<file path="config.mk">
export PLATFORM = sky130hd
export DESIGN_NAME = fifo_rptr_empty
export DESIGN_NICKNAME = d
export VERILOG_FILES = /design/src/rtl/fifo_rptr_empty.sv
export SDC_FILE = /design/constraint.sdc
export NUM_CORES = 1
export LEC_CHECK = 0
export BUFFER_PORTS_ARGS = -buffer_cell sky130_fd_sc_hd__buf_4
export CORE_MARGIN = 1.5
export CORE_UTILIZATION = 54
export DETAILED_ROUTE_END_ITERATION = 8
export GPL_ROUTABILITY_DRIVEN = 0
export PLACE_DENSITY = 0.92
export SETUP_SLACK_MARGIN = 0.5
export SYNTH_ARGS = -nofsm -noshare
export SYNTH_HDL_FRONTEND = slang
export SYNTH_SLANG_ARGS = --single-unit
</file>
<file path="constraint.sdc">
create_clock -name rclk -period 4.6 [get_ports rclk]
set_input_delay 0.92 -clock rclk [delete_from_list [all_inputs] [get_ports rclk]]
set_output_delay 0.92 -clock rclk [all_outputs]
set_load 0.02 [all_outputs]
</file>
<file path="src/rtl/fifo_rptr_empty.sv">
// Read-side pointer and empty/level logic for an asynchronous FIFO.
// Holds the binary and Gray read pointers and derives occupancy from the synchronized write pointer.
module fifo_rptr_empty #(
    parameter int ASIZE         = 4,
    parameter int AEMPTY_THRESH = 1
) (
    input  logic             rclk,
    input  logic             rrst,
    input  logic             rinc,
    input  logic [ASIZE:0]   rq2_wptr,
    output logic [ASIZE:0]   rptr,
    output logic [ASIZE-1:0] raddr,
    output logic             rempty,
    output logic             ralmost_empty,
    output logic [ASIZE:0]   rlevel,
    output logic             runderflow
);

    localparam logic [ASIZE:0] THRESH = (ASIZE+1)'(AEMPTY_THRESH);

    logic [ASIZE:0] rbin;
    logic [ASIZE:0] rbinnext;
    logic [ASIZE:0] rgraynext;
    logic [ASIZE:0] wbin;
    logic [ASIZE:0] level_next;
    logic           accepted;

    // A read is only taken while the registered empty flag is clear.
    assign accepted   = rinc && !rempty;
    assign rbinnext   = rbin + {{ASIZE{1'b0}}, accepted};
    assign rgraynext  = (rbinnext >> 1) ^ rbinnext;
    assign raddr      = rbin[ASIZE-1:0];
    assign level_next = wbin - rbinnext;

    // Each binary bit is the XOR of all Gray bits at or above it.
    always_comb begin
        wbin = '0;
        for (int i = 0; i <= ASIZE; i++) begin
            wbin[i] = ^(rq2_wptr >> i);
        end
    end

    always_ff @(posedge rclk) begin
        if (rrst) begin
            rbin          <= '0;
            rptr          <= '0;
            rempty        <= 1'b1;
            ralmost_empty <= 1'b1;
            rlevel        <= '0;
            runderflow    <= 1'b0;
        end else begin
            rbin          <= rbinnext;
            rptr          <= rgraynext;
            rempty        <= (rgraynext == rq2_wptr);
            ralmost_empty <= (level_next <= THRESH);
            rlevel        <= level_next;
            if (rinc && rempty) begin
                runderflow <= 1'b1;
            end
        end
    end

endmodule
</file>
## Word level (Yosys, flattened, before mapping)

Index checks and enable logic that the tools add are counted.

| storage, ports and cells | value |
|---|---|
| bits in registers | 18 |
| word-level logic and storage cells | 19 |
| input port bits | 8 |
| output and inout port bits | 17 |

| operators by class | value |
|---|---|
| reductions and logical operators | 8 |
| $lt $le $gt $ge | 1 |
| add/sub/neg operators | 2 |
| equality and inequality tests | 1 |
| bitwise logic cells | 1 |

Operators by type and width:

| kind | count |
|---|---|
| $reduce_xor 5->1 | 5 |
| $add 5x1->5 | 1 |
| $eq 5x5->1 | 1 |
| $le 5x1->1 const B | 1 |
| $sub 5x5->5 | 1 |
| $xor 4x5->5 | 1 |
| $logic_and 1x1->1 | 2 |
| $logic_not 1->1 | 1 |

## Depth between registers and ports, before layout

Gate-level depths: netlist (run 1).

| depth | value |
|---|---|
| depth in word-level cells | 5 |
| mapped depth | 10 |
| depth with buffers taken out | 10 |

## Worst setup path before layout (run 1)

Ideal clock, no wire load.

| timing path | value |
|---|---|
| kind | input-to-reg |
| start | input rinc |
| end | register ralmost_empty |
| data required time | 4.484 ns |
| stages on the path | 10 |
| setup slack | 1.324 ns |
| data arrival time | 3.160 ns |
| buffers on the path | 0 |
| setup time | 0.116 ns |
| cells stage by stage | nor2b_1 > ha_1 > ha_1 > xnor2_1 > ha_1 > nor2b_1 > a221o_2 > a21oi_1 > o21ai_0 > a41o_1 |

| between the ends | value |
|---|---|
| cells in the longest elaborated chain, start to end | 4 |

Ends and longest elaborated chain:

| what | RTL line | RTL |
|---|---|---|
| from (decl) | 9 | `input logic rinc,` |
| $logic_and 1x1->1 | 29 | `assign accepted = rinc && !rempty;` |
| $add 5x1->5 | 30 | `assign rbinnext = rbin + {{ASIZE{1'b0}}, accepted};` |
| $sub 5x5->5 | 33 | `assign level_next = wbin - rbinnext;` |
| $le 5x1->1 | 55 | `ralmost_empty <= (level_next <= THRESH);` |
| to (signal assigned) | 55 |  |
| to (decl) | 14 | `output logic ralmost_empty,` |

No other way between the ends.
A chain may end at the register's enable or synchronous reset.

## Worst setup path in the final report (run 1)

Same ends and word-level chain as after synthesis.

==> results.md, run 1 <==
- Vias in the first global route: approximately 660
- Area leader, netlist: dfxtp_1
- First-iteration detailed-routing DRC count: 6
- Worst setup path class: in -> reg
- Top_reg_cell synth: dfxtp_1
- Post-synthesis sequential area ratio: 0.3676
- Drt first pass iters: 4
- Clk sinks: 17
- Worst skew pair latency: ~0.29 ns
- Internal power: ~0.00025 W
- Net count after synthesis: ~100
- Fmax: roughly 300 MHz
- Antenna Cells: 0
- Peak VDD IR: between 0.0002 and 0.0003 V
- CTS buffer count: 3
- Pins Over Slew Limit: 0
- Hold path depth: 2
- PortBufs: 24
- Worst Path Arrival: ~3.5 ns
- Die Wd: about 44 um
- Setup crit start kind: input port
- Post-cts gate resize count: 0
- Cell area after synthesis: between 900 and 1000 um2
- Cells after Synth: 91
- Vias/cell: roughly 5.4
- Antenna Violating Nets Remaining: 0
- Synth unique cells: 35
- Async set or reset register ratio after synthesis: 0
- Slew HR: 0.6156
- Core Util, Final: 0.7255
- TNS Setup: 0 ns
- Clock power share: 0.208
- RSZ-0062 raised after global routing: no
- Switching Share: 0.3190
- CTS tree: yes
- RR Endpoint: ralmost_empty$_SDFF_PP1_
- Tmin final: ~3.3 ns
- FF-to-FF path depth: 10
- LEAKAGE: 0.5120 nW
- Final setup margin: approximately 1.3 ns
- Final setup fails: 0
- Initial antenna violation count: 0
- Most numerous cell in the Yosys netlist: dfxtp_1
- Comb power frac: 0.349
- First-pass GRT wire length: between 2000 and 3000 um
- Vert. Die Dim: roughly 44 um
- Reg power frac: 0.443
- Nets: between 100 and 150
- Setup bufs post-CTS: 0
- # IOs: 25
- DP Worst Slack: 0.9602 ns
- Data required, critical path: 4.78 ns
- Final Hold Viols: 0
- Hold buffer count at cts: 0
- R2r setup slk: 1.71 ns
- Total global-route track usage: 0.1949
- Clock Skews: about 0.005 ns
- Switch Pwr: approximately 0.00012 W
- Post-DR wirelength/cell: 12.47 um
- Pin count of the biggest net entering global routing: 18
- Clock Tree Buf Depth: 2
- Worst Setup SP: rinc
- Crit-path max FO: 7
- Total Wirelength: 1646 um
- Top-area cell type share of the netlist area: 0.3676
- Post-DP HPWL: roughly 1300 um
- WHS: a little under 0.5 ns
- DRC violations left: 0
- Flops & latches, synth: 17
- Clock transition at path regs: ~0.1 ns
- CTS root buffer: clkbuf_4
- GRT overflow: 0
- Avg Inst Size Synth: 10.17 um2
- Starting Density: 0.5939
- Syn-to-layout area delta: 22.16%
- CTS H-tree depth: 1
- EDFF count, synth: 0
- Site Rows: 14
- YS warnings: 0
- Slew @ Worst Pin: ~0.57 ns
- Post-synth top cells: dfxtp_1 (17), nor2_1 (12), xnor2_1 (10)
- Hold Startpoint: runderflow$_SDFFE_PP0P_
- Reg2reg start: rempty$_SDFF_PP1_
- Ratio of cells with drive above 1 in the final layout: 0.3017
- Core Box Area: about 1600 um2
- Via count: between 700 and 800
- Die area: 1972 um2
- Status: finished clean
- Critical path endpoint: ralmost_empty$_SDFF_PP1_
- Critical Path Sink Type: flop
- PD cells: 331.0 nW/um2
- Synth area leaders: dfxtp_1 (37%), xnor2_1 (9.5%), ha_1 (6.8%)
- Fin crit share: 0.7236
- Worst min path class: reg -> reg
- Max cap viols: 0
-- kinds of logic (layout without fill, tap and decap cells) --
group / Yosys count / in the layout / share of synthesized area
flip-flops: 17 / 17 / 0.3676
buffers and inverters: 5 / 30 / 0.03242
AND/OR/NAND/NOR: 27 / 27 / 0.1473
AO/OA/AOI/OAI: 16 / 16 / 0.1324
XOR/XNOR: 20 / 20 / 0.2419
multiplexers: 1 / 1 / 0.01081
adder cells (fa/ha/maj): 5 / 5 / 0.06757
-- area by class of cell --
class | count | area [um2]
timing repair buffer | 24 | 180.2
inverter | 2 | 7.507
tap | 16 | 20.02
clock buffer | 3 | 22.52
multi-input combinational | 69 | 555.5
clock inverter | 1 | 5.005
fill | 127 | 427.9
sequential | 17 | 340.3
-- cells in the final DEF (no fill, tap or decap) --
cell / netlist / layout
a211o_1: 1 / 1
a211oi_1: 1 / 1
a21boi_0: 1 / 1
a21o_1: 1 / 1
a21oi_1: 4 / 4
a221o_2: 1 / 1
a22oi_1: 1 / 1
a311oi_2: 1 / 1
a41o_1: 1 / 1
and3_1: 2 / 2
and3b_1: 1 / 1
buf_4: 0 / 24
clkbuf_4: 0 / 3
clkinv_2: 0 / 1
dfxtp_1: 17 / 17
ha_1: 5 / 5
inv_1: 2 / 2
mux2i_1: 1 / 1
nand2_1: 1 / 1
nand2b_1: 2 / 2
nand3_1: 2 / 2
nand3b_1: 1 / 1
nor2_1: 12 / 12
nor2b_1: 4 / 4
nor3_1: 1 / 1
o211ai_1: 1 / 1
o21ai_0: 1 / 1
o21bai_1: 1 / 1
o31ai_1: 1 / 1
or3_1: 1 / 1
xnor2_1: 10 / 10
xnor2_2: 2 / 2
xor2_1: 5 / 5
xor2_2: 2 / 2
xor3_4: 1 / 1
-- sequential cells by signal, summed over array words and instances, names as in the netlist --
signal,flops
rempty,1
rbin,4
runderflow,1
ralmost_empty,1
rptr,5
rlevel,5
-- metrics by stage --
stage	total power, W	area (um2)	std cells
final	0.0003744	1131	132
after global routing	0.0003972	1131	132
after CTS	0.0003785	1131	132
after detailed placement	0.0003001	1104	128
after global placement	0.0002954	1104	128
after floorplan	0.0002603	925.9	91
-- worst max-delay path: stages --
cell,delay (ns)
buf_4,0.11
nor2b_1,0.12
ha_1,0.19
ha_1,0.21
xnor2_1,0.50
ha_1,0.40
nor2b_1,0.19
a221o_2,0.37
a21oi_1,0.16
o21ai_0,0.12
a41o_1,0.23
-- metal layers --
metal | global-route usage | up-vias | part of all wire
met2 | 0.3206 | 24 | 0.48
met1 | 0.2436 | 327 | 0.45
met3 | 0.05306 | 4 | 0.063
li1 | - | 360 | -
met5 | 0 | - | 0
met4 | 0.07273 | 0 | 0.010
-- how the worst min path moves through the flow --
stage	slack [ns]	end
after floorplan	0.57	runderflow$_SDFFE_PP0P_
after global placement	0.46	runderflow$_SDFFE_PP0P_
after detailed placement	0.47	runderflow$_SDFFE_PP0P_
after CTS	0.50	runderflow$_SDFFE_PP0P_
after global routing	0.53	runderflow$_SDFFE_PP0P_
final	0.50	runderflow$_SDFFE_PP0P_
-- power by group through the flow --
stage | combinational [W] | sequential [W] | clock (W)
after global placement | 0.000127 | 0.000168 | 0
after CTS | 0.000132 | 0.000166 | 0.0000808
after global routing | 0.000143 | 0.000167 | 0.0000872
final | 0.000131 | 0.000166 | 0.0000780
after floorplan | 0.0000741 | 0.000186 | 0
after detailed placement | 0.000131 | 0.000169 | 0
(Power assumes the default switching activity.)
==> run 2, diff against run 1 <==
Settings changed: ABC_AREA set to 1, CORE_UTILIZATION 54 to 45, PLACE_DENSITY 0.92 to 0.83.
Clock period 4.6 ns to 2.9 ns, I/O delays scaled along.
==> results.md, run 2 <==
- Synth unique cells: 14 (was 35)
- Tmin final: about 2.3 ns
- Final Hold Viols: 0 (unchanged)
- Cells after Synth: 125 (was 91)
- CTS tree: yes (unchanged)
- Die area: 2285 um2 (was 1972 um2)
- Vert. Die Dim: 47.81 um (was 44.41 um)
- Async set or reset register ratio after synthesis: 0 (unchanged)
- Slew HR: 0.7827 (was 0.6156)
- Post-synthesis sequential area ratio: 0.3767 (was 0.3676)
- Fin crit share: 0.7776
- CTS H-tree depth: 1 (unchanged)
- Nets: 165 (was 130)
- Total Wirelength: 1943 um (was 1646 um)
- Final setup fails: 0 (unchanged)
- CP most frequent cell: nand2_1 (was ha_1)
- Peak VDD IR: 0.0002910 V (was 0.0002804 V)
- Top-area cell type share of the netlist area: 0.3767 (was 0.3676)
- Core Box Area: 1922 um2 (was 1559 um2)
- Avg Inst Size Synth: 7.227 um2 (was 10.17 um2)
- Area leader, netlist: dfxtp_1 (unchanged)
- Post-DR wirelength/cell: 10.92 um (was 12.47 um)
- GRT overflow: 0 (unchanged)
- LEAKAGE: 0.6197 nW (was 0.5120 nW)
- PD cells: 485.4 nW/um2 (was 331.0 nW/um2)
- Pins Over Slew Limit: 0 (unchanged)
- Setup bufs post-CTS: 0 (unchanged)
- Net count after synthesis: 138 (was 104)
- # IOs: 25 (unchanged)
- Flops & latches, synth: 17 (unchanged)
- Starting Density: 0.4701 (was 0.5939)
- Clk sinks: 17 (unchanged)
- Drt first pass iters: 4 (unchanged)
- Max incr delay on CP: 0.36 ns (was 0.50 ns)
- TNS Setup: 0 ns (unchanged)
- Most numerous cell in the Yosys netlist: nand2_1 (was dfxtp_1)
- Syn-to-layout area delta: 26.45% (was 22.16%)
- Slew @ Worst Pin: 0.3243 ns (was 0.5724 ns)
- Slowest cell on crit path: ha_1 (was xnor2_1)
- Critical Path, Cell by Cell: buf_4 > inv_1 > nor2_1 > ha_1 > ha_1 > inv_1 > nand3_2 > nand2_1 > inv_1 > ha_1 > inv_1 > nand2_1 > nand2_1 > nand2_1 > nand2_1 > nand2_1 > nand3_1 > nand2_1 (was buf_4 > nor2b_1 > ha_1 > ha_1 > xnor2_1 > ha_1 > nor2b_1 > a221o_2 > a21oi_1 > o21ai_0 > a41o_1)
- Vias in the first global route: 753 (was 657)
- PortBufs: 24 (unchanged)
- Commonest cells after routing, fill and taps aside: nand2_1 (32), buf_4 (24), inv_1 (19) (was buf_4 (24), dfxtp_1 (17), nor2_1 (12))
- Most common cell after layout, fill and taps aside: nand2_1 (was buf_4)
- Core Util, Final: 0.5944 (was 0.7255)
- Antenna Violating Nets Remaining: 0 (unchanged)
- EDFF count, synth: 0 (unchanged)
- Max cap viols: 0 (unchanged)
- Total global-route track usage: 0.1980 (was 0.1949)
- Post-DP HPWL: 1596 um (was 1304 um)
- DRC violations left: 0 (unchanged)
- Worst Path Arrival: 2.46 ns (was 3.51 ns)
- Biggest regs: rlevel: 5 flops, rptr: 5 flops, rbin: 4 flops (unchanged)
- Synth area leaders: dfxtp_1 (38%), nand2_1 (13%), xor2_1 (9.7%) (was dfxtp_1 (37%), xnor2_1 (9.5%), ha_1 (6.8%))
- Pin count of the biggest net entering global routing: 17 (was 18)
- Clock Tree Buf Depth: 2 (unchanged)
- Vias/cell: 4.848 (was 5.417)
- Top_reg_cell synth: dfxtp_1 (unchanged)
- Clock Skews: 0.003702 ns (was 0.004977 ns)
- CTS root buffer: clkbuf_4 (unchanged)
- First-pass GRT wire length: 3118 um (was 2760 um)
- Worst setup path class: in -> reg (unchanged)
- Post-synth top cells: nand2_1 (32), inv_1 (19), nor2_1 (18) (was dfxtp_1 (17), nor2_1 (12), xnor2_1 (10))
- Cell area after synthesis: 903.4 um2 (was 925.9 um2)
- Clock transition at path regs: 0.10 ns (about the same)
- RSZ-0062 raised after global routing: no (unchanged)
- Worst min path class: reg -> reg (unchanged)
- Ratio of cells with drive above 1 in the final layout: 0.2053 (was 0.3017)
- Site Rows: 16 (was 14)
- First-iteration detailed-routing DRC count: 12 (was 6)
- Hold buffer count at cts: 0 (unchanged)
- Status: finished clean (unchanged)
- Fmax: about 440 MHz
- Setup crit start kind: input port (unchanged)
- Worst skew pair latency: 0.30 ns (was 0.29 ns)
- Via count: 863 (was 715)
- Data required, critical path: 3.10 ns (was 4.78 ns)
- Crit-path max FO: 4 (was 7)
- YS warnings: 0 (unchanged)
- Die Wd: 47.81 um (was 44.41 um)
- Antenna Cells: 0 (unchanged)
- Critical Path Sink Type: flop (unchanged)
- Initial antenna violation count: 0 (unchanged)
- CTS buffer count: 3 (unchanged)
-- run 2: cell types whose count changed after synthesis, sizes merged, moves of 4 or more --
| cell | previous run | this run |
|---|---|---|
| nor2b | 4 | 0 |
| nor2 | 12 | 18 |
| inv | 2 | 19 |
| xor2 | 7 | 11 |
| xnor2 | 12 | 3 |
| nand2 | 1 | 32 |
| nand3 | 2 | 11 |
-- run 2: critical path, delay by kind of cell --
family | cells | cell delay [ns]
AND/OR/NAND/NOR | 10 | 0.71
adder cells (fa/ha/maj) | 3 | 0.76
buffers and inverters | 5 | 0.40
-- run 2: stage by stage --
stage / cell area (um2) / hold slack, ns / total power [W] / worst slack (ns) / instances
2_1_floorplan: 903.4 / 0.5701 / 0.0003735 / 0.6239 / 125
3_3_place_gp: 1110 / 0.4665 / 0.0004242 / 0.4023 / 174
3_5_place_dp: 1110 / 0.4734 / 0.0004321 / 0.2880 / 174
4_1_cts: 1137 / 0.4998 / 0.0005578 / 0.6020 / 178
5_1_grt: 1142 / 0.5484 / 0.0005940 / 0.5026 / 178
6_report: 1142 / 0.4905 / 0.0005545 / 0.6450 / 178
-- run 2: path summary, 6_finish.rpt --
path,from,endpoint,slack (ns),depth (start not counted)
max,rinc,ralmost_empty$_SDFF_PP1_,0.65,18
min reg2reg,runderflow$_SDFFE_PP0P_,runderflow$_SDFFE_PP0P_,0.49,2
max reg2reg,rempty$_SDFF_PP1_,ralmost_empty$_SDFF_PP1_,0.70,16
min,runderflow$_SDFFE_PP0P_,runderflow$_SDFFE_PP0P_,0.49,2
-- run 2: cell families (layout without fill, tap and decap cells) --
family / count (synthesis) / after routing / share of synthesized area
flip-flops: 17 / 17 / 0.3767
AO/OA/AOI/OAI: 4 / 4 / 0.02493
XOR/XNOR: 14 / 14 / 0.1524
adder cells (fa/ha/maj): 5 / 5 / 0.06925
buffers and inverters: 21 / 47 / 0.08726
AND/OR/NAND/NOR: 64 / 64 / 0.2895
-- run 2: area by class of cell --
type	instances	area, um2
flip-flops and latches	17	340.3
well taps	27	33.78
fillers	175	779.5
inverters	19	71.32
multi-input cells	87	489.2
repair buffers	24	180.2
clock buffers	3	22.52
clock inverters	1	5.005
-- run 2: timing repair --
action                                 CTS  global route
gates resized for setup                  0             1
endpoints found under the hold margin    0             0
setup endpoints to repair                0             1
-- run 2: power breakdown --
| group | internal [W] | leakage (nW) | switching, W | total [W] |
|---|---|---|---|---|
| Clock | 0.0000514 | 0.0177 | 0.0000769 | 0.000128 |
| Sequential | 0.000252 | 0.140 | 0.00000683 | 0.000259 |
| Combinational | 0.0000682 | 0.462 | 0.0000992 | 0.000167 |
-- run 2: layer usage --
layer / track usage / part of all wire / vias up
met2: 0.3253 / 0.50 / 33
li1: - / - / 435
met4: 0.09730 / 0.033 / 0
met5: 0 / 0 / -
met3: 0.04528 / 0.058 / 6
met1: 0.2420 / 0.41 / 389
==> run 3, diff against run 2 <==
Settings changed: CORE_UTILIZATION 45 to 50, PLACE_DENSITY 0.83 to 0.87.
Clock period 2.9 ns to 2.3 ns, I/O delays scaled along.
==> results.md, run 3 (synthesis results as in run 2) <==
- Vias/cell: 5.109 (was 4.848)
- Drt first pass iters: 4 (unchanged)
- GRT overflow: 0 (unchanged)
- Slew @ Worst Pin: 0.3597 ns (was 0.3243 ns)
- Site Rows: 15 (was 16)
- Worst setup path class: reg -> reg (was in -> reg)
- PD cells: 555.9 nW/um2 (was 485.4 nW/um2)
- Final setup fails: 0 (unchanged)
- DRC violations left: 0 (unchanged)
- Total global-route track usage: 0.2265 (was 0.1980)
- Pins Over Slew Limit: 0 (unchanged)
- Final Hold Viols: 0 (unchanged)
- Slew HR: 0.7599 (was 0.7827)
- Hold Startpoint: rrst (was runderflow$_SDFFE_PP0P_)
- Hold buffer count at cts: 0 (unchanged)
- Met2 Use GR: 0.3746 (was 0.3253)
- LEAKAGE: 0.6720 nW (was 0.6197 nW)
- Worst Path Arrival: 2.10 ns (was 2.46 ns)
- Biggest regs: rlevel: 5 flops, rptr: 5 flops, rbin: 4 flops (unchanged)
- Syn-to-layout area delta: 54.99% (was 26.45%)
- Nets: 173 (was 165)
- PortBufs: 24 (unchanged)
- Die Wd: 45.51 um (was 47.81 um)
- TNS Setup: 0 ns (unchanged)
- Clk sinks: 17 (unchanged)
- Grt peak-use layer: met2 (unchanged)
- Antenna Cells: 0 (unchanged)
- First-iteration detailed-routing DRC count: 47 (was 12)
- CTS buffer count: 3 (unchanged)
- Post-DR wirelength/cell: 13.33 um (was 10.92 um)
- CTS H-tree depth: 1 (unchanged)
- First-pass GRT wire length: 3298 um (was 3118 um)
- Initial antenna violation count: 0 (unchanged)
- CTS root buffer: clkbuf_4 (unchanged)
- Core Box Area: 1708 um2 (was 1922 um2)
- Most common cell after layout, fill and taps aside: buf_4 (was nand2_1)
- Pin count of the biggest net entering global routing: 17 (unchanged)
- Die area: 2071 um2 (was 2285 um2)
- Critical Path Sink Type: flop (unchanged)
- Commonest cells after routing, fill and taps aside: buf_4 (30), nand2_1 (25), nor2_1 (16), dfxtp_1 (16), inv_1 (10) (was nand2_1 (32), buf_4 (24), inv_1 (19))
- Status: finished clean (unchanged)
- Data required, critical path: 2.50 ns (was 3.10 ns)
- Vert. Die Dim: 45.51 um (was 47.81 um)
- Met3 Track Usage GR: 0.03571 (was 0.04528)
- Core Util, Final: 0.8198 (was 0.5944)
- Critical Path, Cell by Cell: nor2_4 > ha_4 > ha_4 > xnor2_4 > ha_4 > nand4_1 > nand2_1 > inv_1 > nand2_1 > nand2_1 > nand2_1 > nand3_1 > nand2_1 (was buf_4 > inv_1 > nor2_1 > ha_1 > ha_1 > inv_1 > nand3_2 > nand2_1 > inv_1 > ha_1 > inv_1 > nand2_1 > nand2_1 > nand2_1 > nand2_1 > nand2_1 > nand3_1 > nand2_1)
- Worst Setup SP: rempty$_SDFF_PP1_ (was rinc)
- Peak VDD IR: 0.0004543 V (was 0.0002910 V)
- Total Wirelength: 2452 um (was 1943 um)
- Worst min path class: in -> reg (was reg -> reg)
- Starting Density: 0.5289 (was 0.4701)
- Clock Skews: 0.004098 ns (was 0.003702 ns)
- Worst skew pair latency: 0.29 ns (was 0.30 ns)
- RSZ-0062 raised after global routing: yes (was no)
- Max cap viols: 0 (unchanged)
- Antenna Violating Nets Remaining: 0 (unchanged)
- Post-DP HPWL: 1540 um (was 1596 um)
- Setup crit start kind: flop (was input port)
- Global routing usage on met1: 0.2628 (was 0.2420)
- Crit-path max FO: 3 (was 4)
- CTS tree: yes (unchanged)
- Ratio of cells with drive above 1 in the final layout: 0.4214 (was 0.2053)
- Tmin final: between 1.5 and 2 ns
- Clock Tree Buf Depth: 2 (unchanged)
- Fin crit share: 0.8249
- Reg2reg start: rempty$_SDFF_PP1_ (unchanged)
- Clock transition at path regs: 0.11 ns (was 0.10 ns)
- Max incr delay on CP: 0.37 ns (was 0.36 ns)
- # IOs: 25 (unchanged)
- Fmax: roughly 530 MHz
- CP most frequent cell: nand2_1 (unchanged)
- Via count: 940 (was 863)
- Vias in the first global route: 798 (was 753)
- Slowest cell on crit path: dfxtp_2 (was ha_1)
## run 3: final timing paths
kind	to	slack, ns	cells past startpoint
worst max-delay path	ralmost_empty$_SDFF_PP1_	0.40	13
worst min-delay path	rlevel[0]$_SDFF_PP0_	0.45	2
worst max register to register	ralmost_empty$_SDFF_PP1_	0.40	13
worst min register to register	runderflow$_SDFFE_PP0P_	0.50	2
## run 3: routing by layer
| metal | wire length, um | share of wire |
|---|---|---|
| met1 | 950 | 0.39 |
| met2 | 1295 | 0.53 |
| met3 | 113 | 0.046 |
| met4 | 93 | 0.038 |
| met5 | 0 | 0 |
## run 3: timing repair
action / in CTS / in global routing
pin swaps: 9 / 10
gates resized for setup: 4 / 11
endpoints found under the hold margin: 0 / 0
cloned: 0 / 0
setup endpoints to repair: 4 / 4
buffers inserted: 6 / 2
## run 3: area by class of cell
| type | instances | area, um2 |
|---|---|---|
| tap | 25 | 31.28 |
| inverter | 19 | 106.4 |
| clock inverter | 1 | 5.005 |
| clock buffer | 3 | 22.52 |
| sequential | 17 | 341.6 |
| multi-input combinational | 87 | 645.6 |
| fill | 102 | 307.8 |
| timing repair buffer | 32 | 247.7 |
## run 3: where the power goes
part	switching (W)	leakage (nW)	internal, W	total [W]
clock network	0.000101	0.0177	0.0000647	0.000166
registers	0.00000939	0.140	0.000318	0.000327
logic	0.000160	0.514	0.000126	0.000285
total	0.000270	0.672	0.000508	0.000778
## run 3: critical path, delay by kind of cell (launching register included)
family	cells	cell delay (ns)
flops	1	0.37
buf+inv	1	0.07
simple gates	8	0.54
xor+xnor	1	0.22
fa+ha+maj	3	0.58
## run 3: stage by stage
| step | instance area [um2] | std cells | setup slack (ns) | power [W] | hold slack, ns |
|---|---|---|---|---|---|
| floorplan | 1046 | 125 | 0.4241 | 0.0005036 | 0.5701 |
| global placement | 1250 | 172 | 0.1518 | 0.0005732 | 0.4670 |
| detailed placement | 1250 | 172 | 0.1032 | 0.0005809 | 0.4692 |
| CTS | 1333 | 182 | 0.5014 | 0.0007522 | 0.4416 |
| global route | 1400 | 184 | 0.3276 | 0.0008176 | 0.4597 |
| finish | 1400 | 184 | 0.4027 | 0.0007783 | 0.4466 |
